`src/rtl/adder_32bit_pkg.sv`:
```
// -----------------------------------------------------------------------------
// adder_32bit_pkg
// Shared constants and types for the ALU add/subtract datapath.
//   ADDER_WIDTH : operand/result width of the adder (32)
//   CLA_GROUP   : bit width of one first-level carry-lookahead group (4)
//   word_t      : ADDER_WIDTH-bit operand/result word
// -----------------------------------------------------------------------------
`timescale 1ns/1ps
package adder_32bit_pkg;

  localparam int ADDER_WIDTH = 32;
  localparam int CLA_GROUP   = 4;

  typedef logic [ADDER_WIDTH-1:0] word_t;

endpackage : adder_32bit_pkg

```
`src/rtl/adder_32bit_cla_4bit.sv`:
```
// -----------------------------------------------------------------------------
// cla_4bit
// First-level 4-bit carry-lookahead group. Computes the group sum from the
// carry supplied by the second-level unit, and exports the group propagate
// and generate terms that the second level uses to derive that carry.
//   a, b : 4-bit operand slices
//   cin  : carry into bit 0 of this group
//   s    : 4-bit sum slice
//   p    : group propagate (all four bits propagate)
//   g    : group generate (group produces a carry regardless of cin)
// -----------------------------------------------------------------------------
`timescale 1ns/1ps
module cla_4bit
  import adder_32bit_pkg::*;
(
  input  logic [CLA_GROUP-1:0] a,
  input  logic [CLA_GROUP-1:0] b,
  input  logic                 cin,
  output logic [CLA_GROUP-1:0] s,
  output logic                 p,
  output logic                 g
);

  logic [CLA_GROUP-1:0] bit_p;
  logic [CLA_GROUP-1:0] bit_g;
  logic [CLA_GROUP-1:0] c;    // c[i] = carry into bit i of the group

  assign bit_p = a ^ b;
  assign bit_g = a & b;

  // Every internal carry is written as a flat sum of products so no carry
  // depends on the previous one; this is the lookahead, not a ripple.
  assign c[0] = cin;
  assign c[1] = bit_g[0]
              | (bit_p[0] & cin);
  assign c[2] = bit_g[1]
              | (bit_p[1] & bit_g[0])
              | (bit_p[1] & bit_p[0] & cin);
  assign c[3] = bit_g[2]
              | (bit_p[2] & bit_g[1])
              | (bit_p[2] & bit_p[1] & bit_g[0])
              | (bit_p[2] & bit_p[1] & bit_p[0] & cin);

  assign s = bit_p ^ c;

  assign p = &bit_p;
  assign g = bit_g[3]
           | (bit_p[3] & bit_g[2])
           | (bit_p[3] & bit_p[2] & bit_g[1])
           | (bit_p[3] & bit_p[2] & bit_p[1] & bit_g[0]);

endmodule : cla_4bit

```
`src/rtl/adder_32bit.sv`:
```
// -----------------------------------------------------------------------------
// adder_32bit
// Registered two's-complement adder used as the ALU add/subtract datapath.
// Subtraction is done upstream by presenting ~y with c_in = 1.
// Two-level carry lookahead: WIDTH/4 cla_4bit groups plus a second-level
// unit that derives each group's carry-in from the group P/G terms.
// One pipeline stage: inputs before rising edge N give outputs after edge N.
//   clk   : system clock, rising-edge
//   rst_n : asynchronous active-low reset, clears all outputs
//   c_in  : carry into bit 0
//   x, y  : operands
//   sum   : registered (x + y + c_in) mod 2^WIDTH
//   c_out : registered carry out of the MSB (unsigned overflow)
//   v     : registered signed overflow
// WIDTH must be a multiple of CLA_GROUP.
// -----------------------------------------------------------------------------
`timescale 1ns/1ps
module adder_32bit
  import adder_32bit_pkg::*;
#(
  parameter int WIDTH = ADDER_WIDTH
) (
  input  logic             clk,
  input  logic             rst_n,
  input  logic             c_in,
  input  logic [WIDTH-1:0] x,
  input  logic [WIDTH-1:0] y,
  output logic [WIDTH-1:0] sum,
  output logic             c_out,
  output logic             v
);

  localparam int NUM_GRP = WIDTH / CLA_GROUP;

  logic [NUM_GRP-1:0] grp_p;
  logic [NUM_GRP-1:0] grp_g;
  logic [NUM_GRP:0]   grp_c;    // grp_c[k] = carry into group k; [NUM_GRP] = c_out

  logic [WIDTH-1:0]   sum_d;
  logic               c_out_d;
  logic               v_d;

  logic [WIDTH-1:0]   sum_q;
  logic               c_out_q;
  logic               v_q;

  // ---------------------------------------------------------------------------
  // First level: 4-bit lookahead groups
  // ---------------------------------------------------------------------------
  for (genvar gi = 0; gi < NUM_GRP; gi++) begin : g_cla
    cla_4bit u_cla (
      .a   (x[gi*CLA_GROUP +: CLA_GROUP]),
      .b   (y[gi*CLA_GROUP +: CLA_GROUP]),
      .cin (grp_c[gi]),
      .s   (sum_d[gi*CLA_GROUP +: CLA_GROUP]),
      .p   (grp_p[gi]),
      .g   (grp_g[gi])
    );
  end : g_cla

  // ---------------------------------------------------------------------------
  // Second level: group carries as flat products of group P/G and c_in.
  // For carry into group k+1 the loop walks groups k down to 0, OR-ing in
  // each generate gated by the propagates above it, and finally c_in gated
  // by all propagates. The loop unrolls into sum-of-products, not a ripple.
  // ---------------------------------------------------------------------------
  always_comb begin
    // NOTE: every signal written in always_comb gets a default first so no
    // path leaves it unassigned, which would infer a latch.
    grp_c    = '0;
    grp_c[0] = c_in;
    for (int k = 0; k < NUM_GRP; k++) begin
      logic acc;
      logic run;
      acc = 1'b0;
      run = 1'b1;
      for (int j = k; j >= 0; j--) begin
        acc = acc | (run & grp_g[j]);
        run = run & grp_p[j];
      end
      grp_c[k+1] = acc | (run & c_in);
    end
  end

  assign c_out_d = grp_c[NUM_GRP];

  // Signed overflow: operands agree in sign and the result does not. This is
  // identical to carry-into-MSB XOR carry-out-of-MSB, and it naturally
  // covers the c_in contribution since sum_d already includes it.
  assign v_d = (x[WIDTH-1] ~^ y[WIDTH-1]) & (sum_d[WIDTH-1] ^ x[WIDTH-1]);

  // ---------------------------------------------------------------------------
  // Output register stage
  // ---------------------------------------------------------------------------
  // NOTE: sequential state uses non-blocking assignments so every register
  // samples the pre-edge value, independent of statement order.
  always_ff @(posedge clk or negedge rst_n) begin
    if (!rst_n) begin
      // NOTE: all three outputs share one async reset so nothing leaves
      // reset as X and an in-flight result is discarded immediately.
      sum_q   <= '0;
      c_out_q <= 1'b0;
      v_q     <= 1'b0;
    end else begin
      sum_q   <= sum_d;
      c_out_q <= c_out_d;
      v_q     <= v_d;
    end
  end

  assign sum   = sum_q;
  assign c_out = c_out_q;
  assign v     = v_q;

endmodule : adder_32bit

```
`config.mk`:
```
export PLATFORM = sky130hd
export DESIGN_NAME = adder_32bit
export DESIGN_NICKNAME = d
export VERILOG_FILES = /design/src/rtl/adder_32bit_pkg.sv /design/src/rtl/adder_32bit_cla_4bit.sv /design/src/rtl/adder_32bit.sv
export SDC_FILE = /design/constraint.sdc
export NUM_CORES = 1
export LEC_CHECK = 0
export ABC_AREA = 0
export CAP_MARGIN = 40
export CORE_MARGIN = 5
export CORE_UTILIZATION = 39
export CTS_BUF_LIST = sky130_fd_sc_hd__clkbuf_8
export DETAILED_ROUTE_END_ITERATION = 7
export HOLD_SLACK_MARGIN = 0.1
export PLACE_DENSITY_LB_ADDON = 0.2
export SYNTH_ARGS = -nofsm -noshare
export SYNTH_HDL_FRONTEND = slang
export SYNTH_SLANG_ARGS = --single-unit
```
`constraint.sdc`:
```
create_clock -name clk -period 0.8 [get_ports clk]
set_clock_uncertainty 0.1 [all_clocks]
set_input_delay 0.16 -clock clk [delete_from_list [all_inputs] [get_ports clk]]
set_output_delay 0.16 -clock clk [all_outputs]
set_load 0.03 [all_outputs]
```
==> impl_results.md, run 1 <==
- # DRC: 0
- Die span in x: 85.8 um
- Register area share after synthesis: 38.0%
- Endpoint class of the critical path: flip-flop
- Leading cell type in the layout, fill and taps excluded: buf_6
- Violated checks: negative setup slack
- Pre-CTS setup slack: -2.27 ns
- Max Cap Viol: 0
- Initial DRC Count: 25
- Outcome: complete, but fails checks
- Final Max Slew Viols: 0
- DR vias: 2214
- Final hold slack: 0.142 ns
- Mapped cell area: 2240 sq um
- CP Class: primary input to flip-flop
- Period utilisation layout: 293%
- Maximum vdd drop: 1.10 mV
- Synth warnings: 0
- Max FO, Critical Path: 2
- Max H-tree Level: 2
- Most frequent cells in the layout: buf_6, buf_4, dfrtp_1, ha_4, clkdlybuf4s50_1
- Synth Register Bits: 34
- Multiplexer share of the synthesized area: 0.670%
- Synthesized net count: 303
- Fmax: 0.426 GHz
- Rows: 27
- Worst-Margin Slew: 0.345 ns
- Fin crit period: 2.35 ns
- Syn-to-layout area delta: 104%
- Power per cell area: 1660 nW/um^2
- Largest area contributor in the netlist: dfrtp_1
- Avg WL per Cell: 15.9 um
- Synthesized instance count: 196
- Chip height: 85.8 um
- Post-detail-place hpwl: 5.30 mm
- Inserted Clock Buffers: 5
- IO Pins: 101
- Largest family of logic cells by synthesized area: adder cells
- Post-route core utilization: 82.6%
- Most common flop cell mapped by yosys: dfrtp_1
- Die Area: 7360 sq um
- Antenna-violating nets left: 0
- Initial cell density of the core: 40.4%
- Finished Cell Area: 4580 sq um
- CP Launch Type: primary input
- Wirelength, routed: 7.20 mm
- Synth Area in Compound Gates: 16.6%
- Worst EP arrival: 2.40 ns
- Total leakage power: 2.08 nW
- Net count, final: 484
- Share of cells above drive strength 1: 59.5%
- Area fraction of the dominant cell type after synthesis: 38.0%
- Tot GR Track Use: 19.7%
- Buffers on Ports: 100
- Largest net degree at the start of global routing: 35
- Asr flop ratio synth: 100%
- Post-synthesis area per instance: 11.4 sq um
- Core area: 5540 sq um
- EDFF count, synth: 0
- CTS Root Cell: clkbuf_8
- CTS sink cnt: 34
- Final WS setup: -1.55 ns
- Clock buffer depth: 2
- Class of the worst hold path: primary input to flip-flop
- First-pass GRT wire length: 11.5 mm
- CTS tree: done
- CTS clk-pin slew, worst paths: 0.07 ns
- Ranking of synthesized cells by area: dfrtp_1, ha_1, fa_1, xnor2_1, xor2_1
- Drt pass-1 iters: 4
- Simple-gate portion of the synthesized area: 8.99%
- Post-Synth Adder-Cell Area: 25.0%
- RSZ-0062 raised after global routing: true
- Xor/xnor share of the synthesized area: 9.38%
- Synth unique cells: 37
- Final setup violating endpoints: 67
- Endpoints failing hold: 0
- Slew HR: 76.7%
- Placer Congestion: 0.821
- Initial antenna violation count: 1
- Gr ovfl total: 0
- Dpl cell area: 3950 sq um
- Vias per cell: 4.90
- Critical Path RT: 0.86 ns
- Vias in the first global route: 2489
-- path summary, 6_finish.rpt --
path	cells after the start	end	from
worst max-delay path	10	sum[28]	y[15]
worst min-delay path	2	sum[8]	x[8]
max in group asynchronous	3	sum[16]	rst_n
min in group asynchronous	3	sum[3]	rst_n
-- power breakdown --
| part | internal, mW | total (mW) | leakage (nW) | switching (mW) |
|---|---|---|---|---|
| clock network | 0.681 | 1.30 | 0.0524 | 0.615 |
| logic | 2.08 | 4.05 | 1.63 | 1.98 |
| registers | 2.09 | 2.27 | 0.398 | 0.181 |
| total | 4.84 | 7.62 | 2.08 | 2.77 |
-- critical path, cell delays in order --
cell	delay, ns
buf_6	0.10
ha_4	0.25
nand4_1	0.14
or2_0	0.23
a2111o_1	0.32
a21o_2	0.23
or2_4	0.25
a31oi_4	0.14
a21o_1	0.16
fa_2	0.44
-- cells in the mapped netlist (all sizes together) (3+ instances only) --
cell type / n
a21o: 11
a21oi: 15
a31oi: 8
dfrtp: 34
fa: 8
ha: 32
inv: 8
nand2: 9
nand2b: 4
nand4: 3
nor2: 8
nor2b: 3
o21ai: 6
xnor2: 14
xor2: 10
-- routing by layer --
metal  vias up  part of all wire [%]  track usage (%)
li1       1070                     -                -
met1      1075                    36             21.4
met2        61                    57             37.7
met3         8                   5.9             4.03
met4         0                  0.79             6.47
met5         -                     0                0
-- metrics by stage --
| stage | TNS [ns] | cells | total power [mW] |
|---|---|---|---|
| final | -41.92 | 452 | 7.62 |
| after global routing | -44.71 | 451 | 8.03 |
| after CTS | -41.39 | 445 | 7.51 |
| after detailed placement | -57.38 | 428 | 5.65 |
| after global placement | -56.70 | 428 | 5.58 |
| after floorplan | -33.97 | 196 | 4.01 |
-- sequential cells by signal (all words and copies together) (netlist names) --
| signal | flops |
|---|---|
| sum | 32 |
| c_out | 1 |
| v | 1 |
-- area by class of cell --
| type | instances | area (sq um) |
|---|---|---|
| Inverter | 8 | 40.0 |
| Multi-Input combinational cell | 154 | 1890 |
| Fill cell | 326 | 962 |
| Antenna cell | 2 | 5.00 |
| Clock inverter | 2 | 8.76 |
| Tap cell | 72 | 90.1 |
| Sequential cell | 34 | 851 |
| Timing Repair Buffer | 174 | 1610 |
| Clock buffer | 6 | 82.6 |
-- timing repair --
item / 4_1_cts / 5_1_grt
pin swaps: 59 / 15
resized for setup: 253 / 28
setup buffers: 8 / 7
setup endpoints to repair: 68 / 68
hold endpoints to repair: 34 / 0
hold buffers: 1 / 0
-- cells by family (layout without fill, tap and decap cells) --
group	after synthesis	count (layout)
compound gates	51	51
xor+xnor	24	24
fa+ha+maj	40	40
buf+inv	8	190
flops	34	34
mux	1	1
other cells	0	2
simple gates	38	38
Power figures use the tool's default switching activity.
==> run 2, diff against run 1 <==
==> constraint.sdc (replaced) <==
create_clock -name clk -period 0.8 [get_ports clk]
set_clock_uncertainty 0.1 [all_clocks]
set_input_delay 0.16 -clock clk [delete_from_list [all_inputs] [get_ports clk]]
set_output_delay 0.16 -clock clk [all_outputs]
set_load 0.05 [all_outputs]
==> run 2 against run 1 <==
Compared with the run above:
- die area unchanged
- combinational power up 44%
- sequential cell count unchanged
- sequential share of layout area down 1.3 points
- setup slack worse by 0.18 ns
- worst hold slack better by 0.019 ns
- clock power about the same
- largest power group unchanged
- routed wire length up 52%
- final area up 12%
- sequential power up 11%
- the run still ends with negative setup slack left
- via count up 15%
==> impl_results.md, run 2 (synthesized netlist as in run 1, its figures left out) <==
- Outcome: complete, but fails checks
- Violated checks: negative setup slack
- Inserted Clock Buffers: 5 (unchanged)
- Setup TNS: -47.94 ns (-6.02 ns)
- Reg power frac: 26.0% (-3.8 points)
- Logic pwr share: 60.3% (+7.1 points)
- Syn-to-layout area delta: 130%
- Fmax: 0.396 GHz (-7.0%)
- Sequential cell area: 892 sq um (+4.9%)
- Leading cell type in the layout, fill and taps excluded: buf_4
- Endpoint class of the critical path: flip-flop
- Hold path depth: 2 (unchanged)
- Area of the multi-input gates: 1960 sq um (+3.4%)
- Initial DRC Count: 82 (+230%)
- RSZ-0062 raised after global routing: true
- Cells along the critical path: buf_6 > ha_4 > nand4_1 > or2_0 > a2111o_1 > a21o_2 > or2_4 > a31oi_4 > a21o_1 > fa_2
- Vias in the first global route: 2801 (+13%)
- Fill count: 177 (-46%)
- Endpoints failing hold: 0 (unchanged)
- CTS tree: done
- Rows: 27 (unchanged)
- Max reg flops: 32 (unchanged)
- Chip height: 85.8 um (unchanged)
- Final WS setup: -1.72 ns (-0.176 ns)
- Clock buffer depth: 2 (unchanged)
- CTS clk-pin slew, worst paths: 0.07 ns (about the same)
- Worst-Margin Slew: 0.418 ns (+0.0722 ns)
- Class of the worst hold path: primary input to flip-flop
- Wirelength, routed: 10.9 mm (+52%)
- Core area: 5540 sq um (unchanged)
- Slew HR: 72.2% (-4.6 points)
- Pre-CTS setup slack: -2.34 ns (-0.0707 ns)
- Placer Congestion: 0.827 (+0.82%)
- Internal: 5.83 mW (+20%)
- Initial antenna violation count: 2 (+1)
- Gr ovfl total: 0 (unchanged)
- Final Max Slew Viols: 0 (unchanged)
- First-pass GRT wire length: 14.0 mm (+23%)
- Antenna-violating nets left: 0 (unchanged)
- Slowest CP cell: fa_2
- Most frequent cells in the layout: buf_4, buf_6, buf_12, dfrtp_2, clkdlybuf4s50_1
- # DRC: 0 (unchanged)
- Share of cells above drive strength 1: 71.1% (+12 points)
- Maximum vdd drop: 1.33 mV (+21%)
- DR vias: 2550 (+15%)
- Initial cell density of the core: 40.4% (unchanged)
- Clk pwr share: 13.7% (-3.3 points)
- Worst EP arrival: 2.57 ns (+0.17 ns)
- Sw Share: 39.7% (+3.3 points)
- Die span in x: 85.8 um (unchanged)
- CTS sink cnt: 34 (unchanged)
- Avg WL per Cell: 23.3 um (+46%)
- Tot GR Track Use: 24.9% (+5.2 points)
- Max H-tree Level: 2 (unchanged)
- Post-detail-place hpwl: 6.10 mm (+15%)
- CP peak stage delay: 0.44 ns (about the same)
- Max Cap Viol: 0 (unchanged)
- Max FO, Critical Path: 2 (unchanged)
- Power per cell area: 1880 nW/um^2 (+13%)
- Fin crit period: 2.52 ns (+0.176 ns)
- Period utilisation layout: 315% (+22 points)
- CP Class: primary input to flip-flop
- IO Pins: 101 (unchanged)
- Critical Path RT: 0.85 ns (about the same)
- Buffers on Ports: 100 (unchanged)
- Sw Pwr: 3.83 mW (+38%)
- Vias per cell: 5.44 (+11%)
- Total leakage power: 2.27 nW (+9.3%)
- Drt pass-1 iters: 4 (unchanged)
- Largest net degree at the start of global routing: 35 (unchanged)
- Net count, final: 501 (+3.5%)
- CP Launch Type: primary input
- Die Area: 7360 sq um (unchanged)
- Final setup violating endpoints: 68 (+1.5%)
- CTS Root Cell: clkbuf_8
==> run 2: per-layer routing <==
metal  part of all wire [%]  up-vias  track usage, %  routed length [um]
li1                       -     1107               -                   -
met1                     33     1293            23.7                3580
met2                     58      114            51.3                6360
met3                    4.6       36            5.28                 507
met4                    4.4        0            8.92                 478
met5                      0        -               0                   0
==> run 2: stage by stage <==
step / power, mW / area [sq um] / instances / hold WS [ns] / util, %
after CTS: 9.12 / 4860 / 458 / 0.161 / 87.7
after detailed placement: 7.53 / 4430 / 430 / 0.0369 / 80.0
after global placement: 7.37 / 4430 / 430 / 0.0327 / 80.0
final: 9.66 / 5150 / 469 / 0.162 / 92.9
after global routing: 10.0 / 5150 / 469 / 0.175 / 92.9
after floorplan: 4.66 / 2530 / 196 / -0.236 / -
==> run 2: power groups by stage <==
stage	Clock (mW)	Sequential, mW	Combinational, mW
floorplan	0	3.64	1.03
global placement	0	2.50	4.87
detailed placement	0	2.51	5.02
CTS	1.31	2.49	5.33
global route	1.44	2.54	6.03
finish	1.33	2.51	5.82
==> run 2: final timing paths <==
path	start	end	slack [ns]
worst max-delay path	y[15]	sum[28]	-1.72
worst min-delay path	x[20]	sum[20]	0.16
max in group asynchronous	rst_n	sum[7]	0.12
min in group asynchronous	rst_n	sum[1]	0.28
==> run 2: area by class of cell <==
class / count / share of cell area [%]
tap: 72 / 1.75
multi-input combinational: 154 / 38.0
antenna: 2 / 0.0972
clock inverter: 2 / 0.170
clock buffer: 6 / 1.60
inverter: 8 / 0.778
timing repair buffer: 191 / 40.2
sequential: 34 / 17.3
==> run 2: worst max-delay path: cells and delay by family <==
| family | cells | cell delay, ns |
|---|---|---|
| fa+ha+maj | 2 | 0.71 |
| simple gates | 3 | 0.66 |
| buf+inv | 1 | 0.10 |
| compound gates | 4 | 0.93 |
==> run 2: repair_timing <==
item                                    4_1_cts  5_1_grt
gates resized for setup                     209       54
hold buffers                                  1        0
setup buffers                                23       15
pin swaps                                    64       47
endpoints found under the setup margin       68       67
endpoints found under the hold margin        34        0
